[config.mk]
export PLATFORM = sky130hd
export DESIGN_NAME = host_loader_flat
export DESIGN_NICKNAME = d
export VERILOG_FILES = /design/src/rtl/host_loader_if.sv /design/src/rtl/host_loader.sv /design/src/flat_wrapper.sv
export SDC_FILE = /design/constraint.sdc
export NUM_CORES = 1
export LEC_CHECK = 0
export CAP_MARGIN = 5
export CORE_ASPECT_RATIO = 1.4
export CORE_MARGIN = 2
export CORE_UTILIZATION = 45
export DETAILED_ROUTE_END_ITERATION = 6
export HOLD_SLACK_MARGIN = 0.08
export PLACE_DENSITY = 0.76
export SYNTH_ARGS = -nofsm -noshare
export SYNTH_HDL_FRONTEND = slang
export SYNTH_SLANG_ARGS = --single-unit
[constraint.sdc]
create_clock -name clk -period 4.6 [get_ports clk]
set_clock_uncertainty 0.1 [all_clocks]
set_input_delay 0.92 -clock clk [delete_from_list [all_inputs] [get_ports clk]]
set_output_delay 0.92 -clock clk [all_outputs]
set_load 0.02 [all_outputs]
[src/rtl/host_loader_if.sv]
// Host byte-stream handshake into the loader.
// Host drives valid/data/reuse_w; loader returns ready.
interface host_loader_if;
  logic       in_valid;
  logic [7:0] in_data;
  logic       reuse_w;
  logic       in_ready;

  modport master (
    output in_valid,
    output in_data,
    output reuse_w,
    input  in_ready
  );

  modport slave (
    input  in_valid,
    input  in_data,
    input  reuse_w,
    output in_ready
  );
endinterface

[src/rtl/host_loader.sv]
// Host write path into the 2x2 systolic tile: byte-serial operand
// load into an 8-byte bank, then en/mmu_cycle sequencing for the feeder.
module host_loader #(
  parameter int RUN_CYCLES = 7
) (
  input  logic          clk,
  input  logic          rst,
  host_loader_if.slave  bus,
  input  logic          abort,
  output logic [7:0]    weight0,
  output logic [7:0]    weight1,
  output logic [7:0]    weight2,
  output logic [7:0]    weight3,
  output logic [7:0]    input0,
  output logic [7:0]    input1,
  output logic [7:0]    input2,
  output logic [7:0]    input3,
  output logic          en,
  output logic [2:0]    mmu_cycle,
  output logic          busy,
  output logic          weights_valid,
  output logic [2:0]    load_count
);

  localparam logic [2:0] LAST = 3'(RUN_CYCLES - 1);

  typedef enum logic [1:0] {
    IDLE = 2'd0,
    LOAD = 2'd1,
    RUN  = 2'd2
  } state_t;

  state_t     state, state_n;
  logic [2:0] cnt_n;
  logic [2:0] cyc_n;
  logic       wv_n;
  logic       wr;
  logic [2:0] wr_idx;
  logic       xfer;
  logic [7:0] ops [8];

  assign bus.in_ready = (state != RUN);
  assign xfer = bus.in_valid && bus.in_ready;
  assign en   = (state == RUN);
  assign busy = (state != IDLE);

  assign weight0 = ops[0];
  assign weight1 = ops[1];
  assign weight2 = ops[2];
  assign weight3 = ops[3];
  assign input0  = ops[4];
  assign input1  = ops[5];
  assign input2  = ops[6];
  assign input3  = ops[7];

  // State, counters and weights_valid flag.
  always_ff @(posedge clk or posedge rst) begin
    if (rst) begin
      state         <= IDLE;
      load_count    <= 3'd0;
      mmu_cycle     <= 3'd0;
      weights_valid <= 1'b0;
    end else begin
      state         <= state_n;
      load_count    <= cnt_n;
      mmu_cycle     <= cyc_n;
      weights_valid <= wv_n;
    end
  end

  // Next-state, counter updates and bank write select.
  // abort wins over a simultaneous transfer in every state.
  always_comb begin
    state_n = state;
    cnt_n   = load_count;
    cyc_n   = mmu_cycle;
    wv_n    = weights_valid;
    wr      = 1'b0;
    wr_idx  = load_count;
    unique case (state)
      IDLE: begin
        if (!abort && xfer) begin
          state_n = LOAD;
          wr      = 1'b1;
          if (bus.reuse_w && weights_valid) begin
            wr_idx = 3'd4;
            cnt_n  = 3'd5;
          end else begin
            wr_idx = 3'd0;
            cnt_n  = 3'd1;
          end
        end
      end
      LOAD: begin
        if (abort) begin
          state_n = IDLE;
          cnt_n   = 3'd0;
        end else if (xfer) begin
          wr    = 1'b1;
          cnt_n = load_count + 3'd1;
          if (load_count == 3'd3) wv_n = 1'b1;
          if (load_count == 3'd7) begin
            state_n = RUN;
            cyc_n   = 3'd0;
          end
        end
      end
      RUN: begin
        if (abort || mmu_cycle == LAST) begin
          state_n = IDLE;
          cyc_n   = 3'd0;
        end else begin
          cyc_n = mmu_cycle + 3'd1;
        end
      end
      default: begin
        state_n = IDLE;
        cnt_n   = 3'd0;
        cyc_n   = 3'd0;
      end
    endcase
  end

  // Operand bank; only written on accepted bytes outside RUN.
  always_ff @(posedge clk or posedge rst) begin
    if (rst) begin
      for (int i = 0; i < 8; i++) ops[i] <= 8'h00;
    end else if (wr) begin
      ops[wr_idx] <= bus.in_data;
    end
  end

endmodule

[src/flat_wrapper.sv]
// flat-port wrapper written by rule: the top's interface ports become plain ports
module host_loader_flat 
#(
  parameter int RUN_CYCLES = 7
)
  (clk, rst, abort, weight0, weight1, weight2, weight3, input0, input1, input2, input3, en, mmu_cycle, busy, weights_valid, load_count, bus_in_valid, bus_in_data, bus_reuse_w, bus_in_ready);
  host_loader_if bus_i ();
  input  logic clk;
  input  logic rst;
  input  logic abort;
  output logic [7:0] weight0;
  output logic [7:0] weight1;
  output logic [7:0] weight2;
  output logic [7:0] weight3;
  output logic [7:0] input0;
  output logic [7:0] input1;
  output logic [7:0] input2;
  output logic [7:0] input3;
  output logic en;
  output logic [2:0] mmu_cycle;
  output logic busy;
  output logic weights_valid;
  output logic [2:0] load_count;
  input wire logic [$bits(bus_i.in_valid)-1:0] bus_in_valid;
  input wire logic [$bits(bus_i.in_data)-1:0] bus_in_data;
  input wire logic [$bits(bus_i.reuse_w)-1:0] bus_reuse_w;
  output wire logic [$bits(bus_i.in_ready)-1:0] bus_in_ready;
  assign bus_i.in_valid = bus_in_valid;
  assign bus_i.in_data = bus_in_data;
  assign bus_i.reuse_w = bus_reuse_w;
  assign bus_in_ready = bus_i.in_ready;
  host_loader #(.RUN_CYCLES(RUN_CYCLES)) u_core (.clk(clk), .rst(rst), .bus(bus_i), .abort(abort), .weight0(weight0), .weight1(weight1), .weight2(weight2), .weight3(weight3), .input0(input0), .input1(input1), .input2(input2), .input3(input3), .en(en), .mmu_cycle(mmu_cycle), .busy(busy), .weights_valid(weights_valid), .load_count(load_count));
endmodule
==> metrics.csv <==
metric,value,unit
maximum buffer depth of the clock tree,2,
Detail Route Antenna Nets,0,
final cell utilization of the core,63.68,%
proportion of synthesized chip area in sequential cells,59.98,%
number of pins exceeding their max-slew limit in the final report,0,
number of failing setup endpoints in the final timing report,0,
average footprint of a synthesized cell,15.30,um2
startpoint type of the worst setup path,input pin,
"Net Count, Synth",217,
n_diodes,0,
worst hold path type,reg2reg,
iteration-0 DRC count of the detailed router,129,
per-cell routed wire length,17.80,um
Worst slew margin,40.37,%
global-route total usage across every layer,18.69,%
number of clock buffers inserted by TritonCTS,9,
number of flops mapped to enable cells by yosys,0,
most frequent cells in the layout,"86 x sky130_fd_sc_hd__clkdlybuf4s50_1, 73 x sky130_fd_sc_hd__dfrtp_1, 56 x sky130_fd_sc_hd__mux2_2",
Final Instance Area,4183,um2
largest fanout on the critical path,12,
minimum clock period after layout,2.872,ns
"Primary FF master, synth",sky130_fd_sc_hd__dfrtp_1,
Final HPWL DP,4585,um
number of inserted filler cells in the final layout,517,
CTS Hold Bufs,0,
Worst Reg2Reg Path Length in Cells,3,
ratio of total power to cell area,507.8,nW/um2
"commonest non-fill, non-tap cell in the layout",sky130_fd_sc_hd__clkdlybuf4s50_1,
actual slew at the worst max-slew pin,0.8931,ns
number of antenna violations at the first check in global routing,0,
number of global-route vias before repair,1968,
Crit path arrival time,2.99,ns
TritonCTS clock tree,done,
post-route fraction of the period consumed by the critical path,62.43,%
area used by multi-input combinational logic,1140,um2
post-synthesis instance total,199,
leakage power of the design,0.001925,uW
setup TNS,0,ns
Final Hold Vio Count,0,
fraction of registers with async set/reset,100.0,%
Syn Std Cell Area,3045,um2
DIE AREA,7451,um2
"Cell Area, Placed",3954,um2
Vert. Die Dim,101.3,um
chip width,73.53,um
fmax,348.2,MHz
top post-synthesis cells by area,"sky130_fd_sc_hd__dfrtp_1 60%, sky130_fd_sc_hd__mux2_2 21%, sky130_fd_sc_hd__mux2_4 3.9%, sky130_fd_sc_hd__ha_1 2.1%, sky130_fd_sc_hd__inv_1 0.86%",
pin count of the biggest net entering global routing,45,
largest area contributor in the synthesized netlist,sky130_fd_sc_hd__dfrtp_1,
number of synthesized register bits,73,
Core ar.,6569,um2
starting utilization of the core area,46.36,%
area fraction of the dominant cell type after synthesis,59.98,%
number of I/O port buffers,86,
type of the worst setup path,in2reg,
R2R Path Start,u_core.state[0],
number of max-capacitance violations reported,0,
grt total ovfl,0,
"Data required, critical path",4.72,ns
root cell of the clock tree,sky130_fd_sc_hd__clkbuf_8,
DRC violations left,0,
routed vias,1926,
worst-skew pair later-pin latency,0.34,ns
setup repair after global routing missed its margin,no,
Max VDD drop,0.3027,mV
DRT Pass-1 Iters,4,
clock transition time at the flip-flop clock pins of the worst setup and hold paths,0.07,ns
worst setup path startpoint,bus_in_valid,
post-cts gate resize count,0,
FF+latch area,1827,um2
post-CTS setup repair buffer count,0,
YS warnings,0,
source of the worst hold timing path,u_core.weight0[7],
FP Rows,35,
nets,307,
first-pass GRT wire length,10230,um
Hold Path Depth,1,
clock sink count,73,
number of vias per cell after detailed routing,5.248,
fraction of final layout cells with drive strength greater than 1,29.35,%
CTS HTree Levels,3,
run status,"complete, no violations",
crit path capture type,flip-flop,
Area Growth Syn to Fin,37.35,%
weighted congestion reported at the end of routability-driven placement,0.8305,
unique cell type count in the Yosys netlist,39,
num ports,87,
Detailed Route WL,6532,um
per-layer routing:
| metal | wire length [um] | vias to the layer above | GRT usage (%) |
|---|---|---|---|
| li1 | - | 903 | - |
| met1 | 2710 | 955 | 23.65 |
| met2 | 3406 | 56 | 30.56 |
| met3 | 269 | 12 | 3.781 |
| met4 | 146 | 0 | 8.671 |
| met5 | 0 | - | 0 |
cell usage after synthesis, types with 2 or more instances:
| master | number |
|---|---|
| sky130_fd_sc_hd__a31oi_1 | 3 |
| sky130_fd_sc_hd__a41o_1 | 2 |
| sky130_fd_sc_hd__buf_2 | 2 |
| sky130_fd_sc_hd__buf_4 | 3 |
| sky130_fd_sc_hd__dfrtp_1 | 73 |
| sky130_fd_sc_hd__ha_1 | 5 |
| sky130_fd_sc_hd__inv_1 | 7 |
| sky130_fd_sc_hd__mux2_2 | 56 |
| sky130_fd_sc_hd__mux2_4 | 8 |
| sky130_fd_sc_hd__nand2_1 | 2 |
| sky130_fd_sc_hd__nand2b_1 | 2 |
| sky130_fd_sc_hd__nand3_1 | 2 |
| sky130_fd_sc_hd__nand3b_1 | 2 |
| sky130_fd_sc_hd__nand4b_1 | 2 |
| sky130_fd_sc_hd__nor2_1 | 4 |
| sky130_fd_sc_hd__o21ai_0 | 2 |
| sky130_fd_sc_hd__or3_1 | 2 |
worst max-delay path: stages:
cell                              delay [ns]
sky130_fd_sc_hd__clkdlybuf4s50_1        0.69
sky130_fd_sc_hd__nand3b_1               0.19
sky130_fd_sc_hd__or4_1                  0.79
sky130_fd_sc_hd__mux2_4                 0.39
stage by stage:
step / cells / power [uW] / hold slack, ns / worst slack (ns)
floorplan: 199 / 1227 / 0.4956 / 1.727
global placement: 352 / 1567 / 0.3814 / 1.406
detailed placement: 352 / 1577 / 0.3928 / 1.377
CTS: 367 / 2150 / 0.4095 / 1.727
global route: 367 / 2225 / 0.4206 / 1.642
finish: 367 / 2124 / 0.4049 / 1.728
report_power, final:
group / leakage [uW] / total (uW) / switching (uW) / internal (uW)
sequential: 0.000952 / 870 / 87.9 / 782
combinational: 0.000857 / 687 / 319 / 369
clock: 0.000116 / 566 / 219 / 347
total: 0.00193 / 2120 / 626 / 1500
worst paths after layout:
check | end | slack, ns
setup / recovery | u_core.input1[6] | 1.73
hold / removal | u_core.weight0[7] | 0.40
setup reg to reg | u_core.input1[6] | 2.35
hold reg to reg | u_core.weight0[7] | 0.40
max in group asynchronous | u_core.input3[3] | 2.48
min in group asynchronous | u_core.load_count[1] | 1.00
sequential cells by signal (all words and copies together) (netlist names):
register              flops
u_core.input1             8
u_core.weight3            8
u_core.weights_valid      1
u_core.load_count         3
u_core.input2             8
u_core.input0             8
u_core.mmu_cycle          3
u_core.state              2
u_core.input3             8
u_core.weight1            8
u_core.weight0            8
u_core.weight2            8
kinds of logic after synthesis:
logic type	after synthesis	synth area share, %
muxes	65	24.98
buffers and inverters	15	2.588
AOI/OAI and AO/OA	16	4.479
DFF	73	59.98
and+or+nand+nor	25	5.916
adders and majority gates	5	2.054
area by class of cell:
type | instances | area share [%]
Tap cell | 74 | 2.214
Sequential cell | 73 | 43.67
Clock buffer | 13 | 4.038
Clock inverter | 2 | 1.436
Multi-Input combinational cell | 111 | 27.25
Timing Repair Buffer | 87 | 20.76
Inverter | 7 | 0.6282
(Power assumes the default switching activity.)
==> edit 1: new RTL, same flow settings <==
Encoding of `state_t`: now one-hot (3 bits for 3 states).
--- a/src/rtl/host_loader.sv
+++ b/src/rtl/host_loader.sv
@@ -26,6 +26,6 @@
 
-  typedef enum logic [1:0] {
-    IDLE = 2'd0,
-    LOAD = 2'd1,
-    RUN  = 2'd2
+  typedef enum logic [2:0] {
+    IDLE = 3'b001,
+    LOAD = 3'b010,
+    RUN  = 3'b100
   } state_t;
Function: no difference found for any inputs over 4 cycles, from zero or initial values and one cycle with rst high; so few cycles prove little.
==> edit 1 against the unedited design <==
- sequential share of layout area shrank 0.19 points
- cell area grew 1.9%
- setup slack lost 320 ps
- die area grew 1.7%
- wire length grew 5.3%
- sequential cell count grew 1
- non-clock buffer count is the same
- synthesized cell count grew 4.0%
- fmax shrank 10%
- synthesized area grew 1.8%
Power is not compared: it rests on default switching activity, and its combinational part moved more than twofold at a synthesized area within 25%.
==> edit 1: results (changes against the unedited design) <==
[routing]
finalWirelength_um = 6876  ; was 6532 um
via_per_inst = 5.139  ; was 5.248
wl_met1_um = 2896  ; was 2710 um
wl_met3_um = 332  ; was 269 um
dr.pass1.iters = 4  ; unchanged
drt_iter0_markers = 119  ; was 129
dr_wl_met2_um = 3527  ; was 3406 um
vias = 2040  ; was 1,926

[placement]
portBuffers = 86  ; unchanged
dp_cells = 381  ; was 352
gp_congestion = 0.8314  ; was 0.8305
place_ws_ps = 1063  ; was 1377 ps
hpwlAfterDp_um = 4787  ; was 4585 um
dpl_cell_area_um2 = 4058  ; was 3954 um^2

[grt]
grt_usage_pct = 19.68  ; was 18.69%
antenna_found_initial = 0  ; unchanged
grt_pass1_wl_um = 10780  ; was 10,230 um
grt_max_degree = 42  ; was 45

[synthesis]
synth_warnings = 0  ; unchanged
netlist_instances = 207  ; was 199
async_reset_ff_share_pct = 100.0  ; unchanged
yosysUniqueCellTypes = 42  ; was 39
synth_most_common_cell = dfrtp_1  ; unchanged
syn_nets = 225  ; was 217
ys_top_cells_by_area = dfrtp_1, mux2_2, mux2_4  ; unchanged
synthTopCellsByCount = dfrtp_1, mux2_2, inv_1, mux2_4, ha_1  ; was dfrtp_1, mux2_2, mux2_4, inv_1, ha_1
ys_seq_area_share_pct = 59.79  ; was 59.98%

[setup_path]
worst-path-max-fanout = 10  ; was 12
arrival_ps = 3320  ; was 2990 ps
cp_slowest_cell = clkdlybuf4s50_1  ; was or4_1
cpPeakStageDelay_ps = 670  ; was 790 ps
r2r_cells = 4  ; was 3

[cts]
clk_pin_slew_ps = 70  ; about the same
htreeDepth = 3  ; unchanged
cts-root-buf = clkbuf_8  ; unchanged
cts_resized = 0  ; unchanged
cts_buffers = 9  ; unchanged
post-cts-setup-buffers = 0  ; unchanged
cts_max_path_buffers = 2  ; unchanged
clkLatencyLatePin_ps = 340  ; about the same

[worst_hold_path]
hold_class = reg -> reg  ; unchanged
hold_depth = 1  ; unchanged

[pwr]
switching_share_pct = 24.36
power.leakage_uw = 0.001988
vdd_ir_drop_max_mv = 0.2638

[final_layout]
finish.net_count = 318  ; was 307
drive_above_1_share_pct = 29.84  ; was 29.35%
diodes = 0  ; unchanged

[sta]
max-slew-margin-rel_pct = 50.52  ; was 40.37%

[status]
outcome = finished clean  ; unchanged

-- edit 1: cell types whose count changed in the layout (fill, tap and decap cells not counted), moves of 2 or more --
| cell | delta |
|---|---|
| nand2_1 | +2 |
| nand4b_1 | -2 |
| o21ai_0 | +2 |
| clkinv_2 | +3 |
| nor2b_1 | +3 |
| a41o_1 | -2 |
| or3_1 | -2 |
| a31oi_1 | -2 |
| nor2_1 | -2 |
| nor3b_1 | +2 |
-- edit 1: final timing paths --
kind	start	endpoint	slack (ps)
worst min register to register	u_core.mmu_cycle[2]	u_core.mmu_cycle[2]	400
min in group asynchronous	rst	u_core.weight3[7]	910
worst max-delay path	bus_in_valid	u_core.weight0[6]	1410
max in group asynchronous	rst	u_core.input0[4]	2500
worst max register to register	u_core.state[0]	u_core.weight0[6]	1970
worst min-delay path	u_core.mmu_cycle[2]	u_core.mmu_cycle[2]	400
-- edit 1: per-stage QoR --
stage | util (%) | power, uW
2_1_floorplan | - | 785.4
3_3_place_gp | 61.36 | 867.9
3_5_place_dp | 61.36 | 869.4
4_1_cts | 64.45 | 1376
5_1_grt | 64.45 | 1417
6_report | 64.45 | 1363
-- edit 1: layer usage --
| metal | global-route usage [%] | vias up |
|---|---|---|
| li1 | - | 935 |
| met1 | 25.49 | 1033 |
| met2 | 31.18 | 61 |
| met3 | 5.523 | 11 |
| met4 | 7.832 | 0 |
| met5 | 0 | - |
-- edit 1: cell families (layout without fill, tap and decap cells) --
family / after synthesis / in the layout / share of synthesized area [%]
DFF: 74 / 74 / 59.79
muxes: 67 / 67 / 25.23
and+or+nand+nor: 30 / 30 / 7.146
AOI/OAI and AO/OA: 18 / 18 / 4.038
buffers and inverters: 13 / 111 / 1.777
adders and majority gates: 5 / 5 / 2.019
-- edit 1: worst max-delay path, delay by kind of cell --
family | cells | cell delay (ps)
AOI/OAI and AO/OA | 1 | 360
buffers and inverters | 1 | 670
muxes | 1 | 390
and+or+nand+nor | 2 | 980
-- edit 1: final cells by class --
cell class	count	area [um^2]
fill	518	2351
sequential	74	1853
multi-input combinational	120	1191
timing repair buffer	87	868.3
clock buffer	11	151.4
tap	92	115.1
clock inverter	5	52.55
inverter	8	30.03
-- edit 1: power groups by stage --
stage          combinational, uW  clock [uW]  sequential, uW
5_1_grt                      172         548             696
3_3_place_gp                 162           0             705
6_report                     162         508             694
4_1_cts                      164         518             694
3_5_place_dp                 163           0             706
2_1_floorplan               51.4           0             734
==> edit 2: new RTL, same flow settings <==
Made on the original files. `RUN_CYCLES` is set to 7 in 2 places; all go to 4.
--- a/src/rtl/host_loader.sv
+++ b/src/rtl/host_loader.sv
@@ -3,3 +3,3 @@
 module host_loader #(
-  parameter int RUN_CYCLES = 7
+  parameter int RUN_CYCLES = 4
 ) (
--- a/src/flat_wrapper.sv
+++ b/src/flat_wrapper.sv
@@ -3,3 +3,3 @@
 #(
-  parameter int RUN_CYCLES = 7
+  parameter int RUN_CYCLES = 4
 )
Formal check against the unedited RTL: no difference found for any inputs over 4 cycles, from zero or initial values and one cycle with rst high; that may be too few to reach the edited logic, so the function may still have changed.
==> edit 2 against the unedited design <==
- synthesized cell count rose by 1.0%
- synthesized area down 2.9%
- fmax is 5.6% lower
- sequential share of layout area rose by 0.37 points
- cell area down 0.84%
- critical path type unchanged
- setup slack worse by 170 ps
- sequential cell count did not move
- critical endpoint is now u_core.weight1[6]
- largest cell class unchanged
- wire length rose by 0.51%
- power is 6.2% lower
- worst hold slack got worse by 17 ps
==> edit 2: results (changes against the unedited design) <==
[cts]
cts_max_path_buffers = 2  ; unchanged
post-cts-setup-buffers = 0  ; unchanged
cts-root-buf = clkbuf_8  ; unchanged
cts_resized = 0  ; unchanged
clkLatencyLatePin_ps = 340  ; about the same
cts_buffers = 9  ; unchanged
clk_pin_slew_ps = 80

[pwr]
vdd_ir_drop_max_mv = 0.3455  ; was 0.3027 mV
power.leakage_uw = 0.001907  ; was 0.001925 uW

[worst_hold_path]
worstHoldStart = u_core.weights_valid  ; was u_core.weight0[7]
hold_depth = 1  ; unchanged
hold_class = reg -> reg  ; unchanged
min_to = u_core.weights_valid  ; was u_core.weight0[7]

[setup_path]
timing.rr.end = u_core.weight1[6]  ; was u_core.input1[6]
reg2reg_setup_slack_ps = 2110  ; was 2350 ps
arrival_ps = 3160  ; was 2990 ps
r2r_cells = 4  ; was 3
r2r_start = u_core.state[0]  ; unchanged
worst-path-max-fanout = 8  ; was 12

[grt]
grt_pass1_wl_um = 10330  ; was 10,230 um
overflow = 0  ; unchanged
grt_usage_pct = 19.36  ; was 18.69%
antenna_found_initial = 0  ; unchanged
grt_pass1_vias = 1965  ; was 1,968
grt_max_degree = 38  ; was 45

[routing]
dr.pass1.iters = 4  ; unchanged
finalWirelength_um = 6565  ; was 6532 um
via_per_inst = 5.223  ; was 5.248
drc_errors = 0  ; unchanged

[final_layout]
drive_above_1_share_pct = 29.67  ; was 29.35%
fillers = 476  ; was 517
finish.net_count = 314  ; was 307
final_cells = 372  ; was 367

[synthesis]
synthTopCellsByCount = dfrtp_1, mux2_2, inv_1, nand2_1, nor2_1  ; was dfrtp_1, mux2_2, mux2_4, inv_1, ha_1
ys_top_cells_by_area = dfrtp_1, mux2_2, ha_1  ; was dfrtp_1, mux2_2, mux2_4
ys_seq_area_share_pct = 61.79  ; was 59.98%
synth_warnings = 0  ; unchanged
syn_nets = 219  ; was 217
yosysUniqueCellTypes = 27  ; was 39
avgSynthCellArea_um2 = 14.71  ; was 15.30 um^2

[placement]
dp_cells = 357  ; was 352
portBuffers = 86  ; unchanged
hpwlAfterDp_um = 4558  ; was 4585 um
gp_congestion = 0.8114  ; was 0.8305

[status]
outcome = finished clean  ; unchanged

[sta]
max-slew-margin-rel_pct = 43.87  ; was 40.37%
slew_viol_final = 0  ; unchanged
timing.hold.ws_ps = 387.8  ; was 404.9 ps

-- edit 2: cell types whose count changed in the layout (fill, tap and decap cells not counted), sizes merged, moves of 3 or more --
cell    change
nand2       +5
nor2        +3
o21ai       +4
clkbuf      -3
-- edit 2: power by group --
part | internal, uW | switching (uW)
Clock | 372 | 232
Sequential | 757 | 68.9
Combinational | 297 | 266
-- edit 2: logic make-up (layout without fill, tap and decap cells) --
logic type,Yosys count,count (layout),synth area share [%]
buf+inv,12,111,1.693
simple gates,32,32,6.137
flops,73,73,61.79
fa+ha+maj,5,5,2.116
mux,65,65,25.14
compound gates,14,14,3.132
-- edit 2: through the flow --
step / worst slack (ps) / total power, uW / cell area, um^2
2_1_floorplan: 1727 / 1111 / 2957
4_1_cts: 1565 / 2013 / 4148
3_3_place_gp: 1248 / 1395 / 3906
5_1_grt: 1473 / 2077 / 4148
3_5_place_dp: 1207 / 1408 / 3906
6_report: 1558 / 1992 / 4148
-- edit 2: final cells by class --
type,instances,area share (%)
Sequential cell,73,44.04
Multi-Input combinational cell,116,26.03
Timing Repair Buffer,89,21.30
Clock buffer,10,3.318
Clock inverter,5,2.504
Tap cell,72,2.172
Inverter,7,0.6335
-- edit 2: metal layers --
metal	global-route usage [%]	wire, um	part of all wire [%]	vias to the layer above
li1	-	-	-	908
met1	24.82	2704	41	962
met2	31.05	3352	51	63
met3	5.221	397	6.0	10
met4	7.977	111	1.7	0
met5	0	0	0	-
-- edit 2: how the worst max path moves through the flow --
stage               start                end
finish              abort  u_core.weight1[6]
CTS                 abort  u_core.weight1[5]
global route        abort  u_core.weight1[4]
detailed placement  abort  u_core.weight1[5]
global placement    abort  u_core.weight1[0]
floorplan             rst   u_core.input0[0]
-- edit 2: critical path, cell delays in order --
cell and delay (ps):
clkdlybuf4s50_1 510, or4b_4 610, mux2i_4 200, nor3b_4 520, mux2_2 400
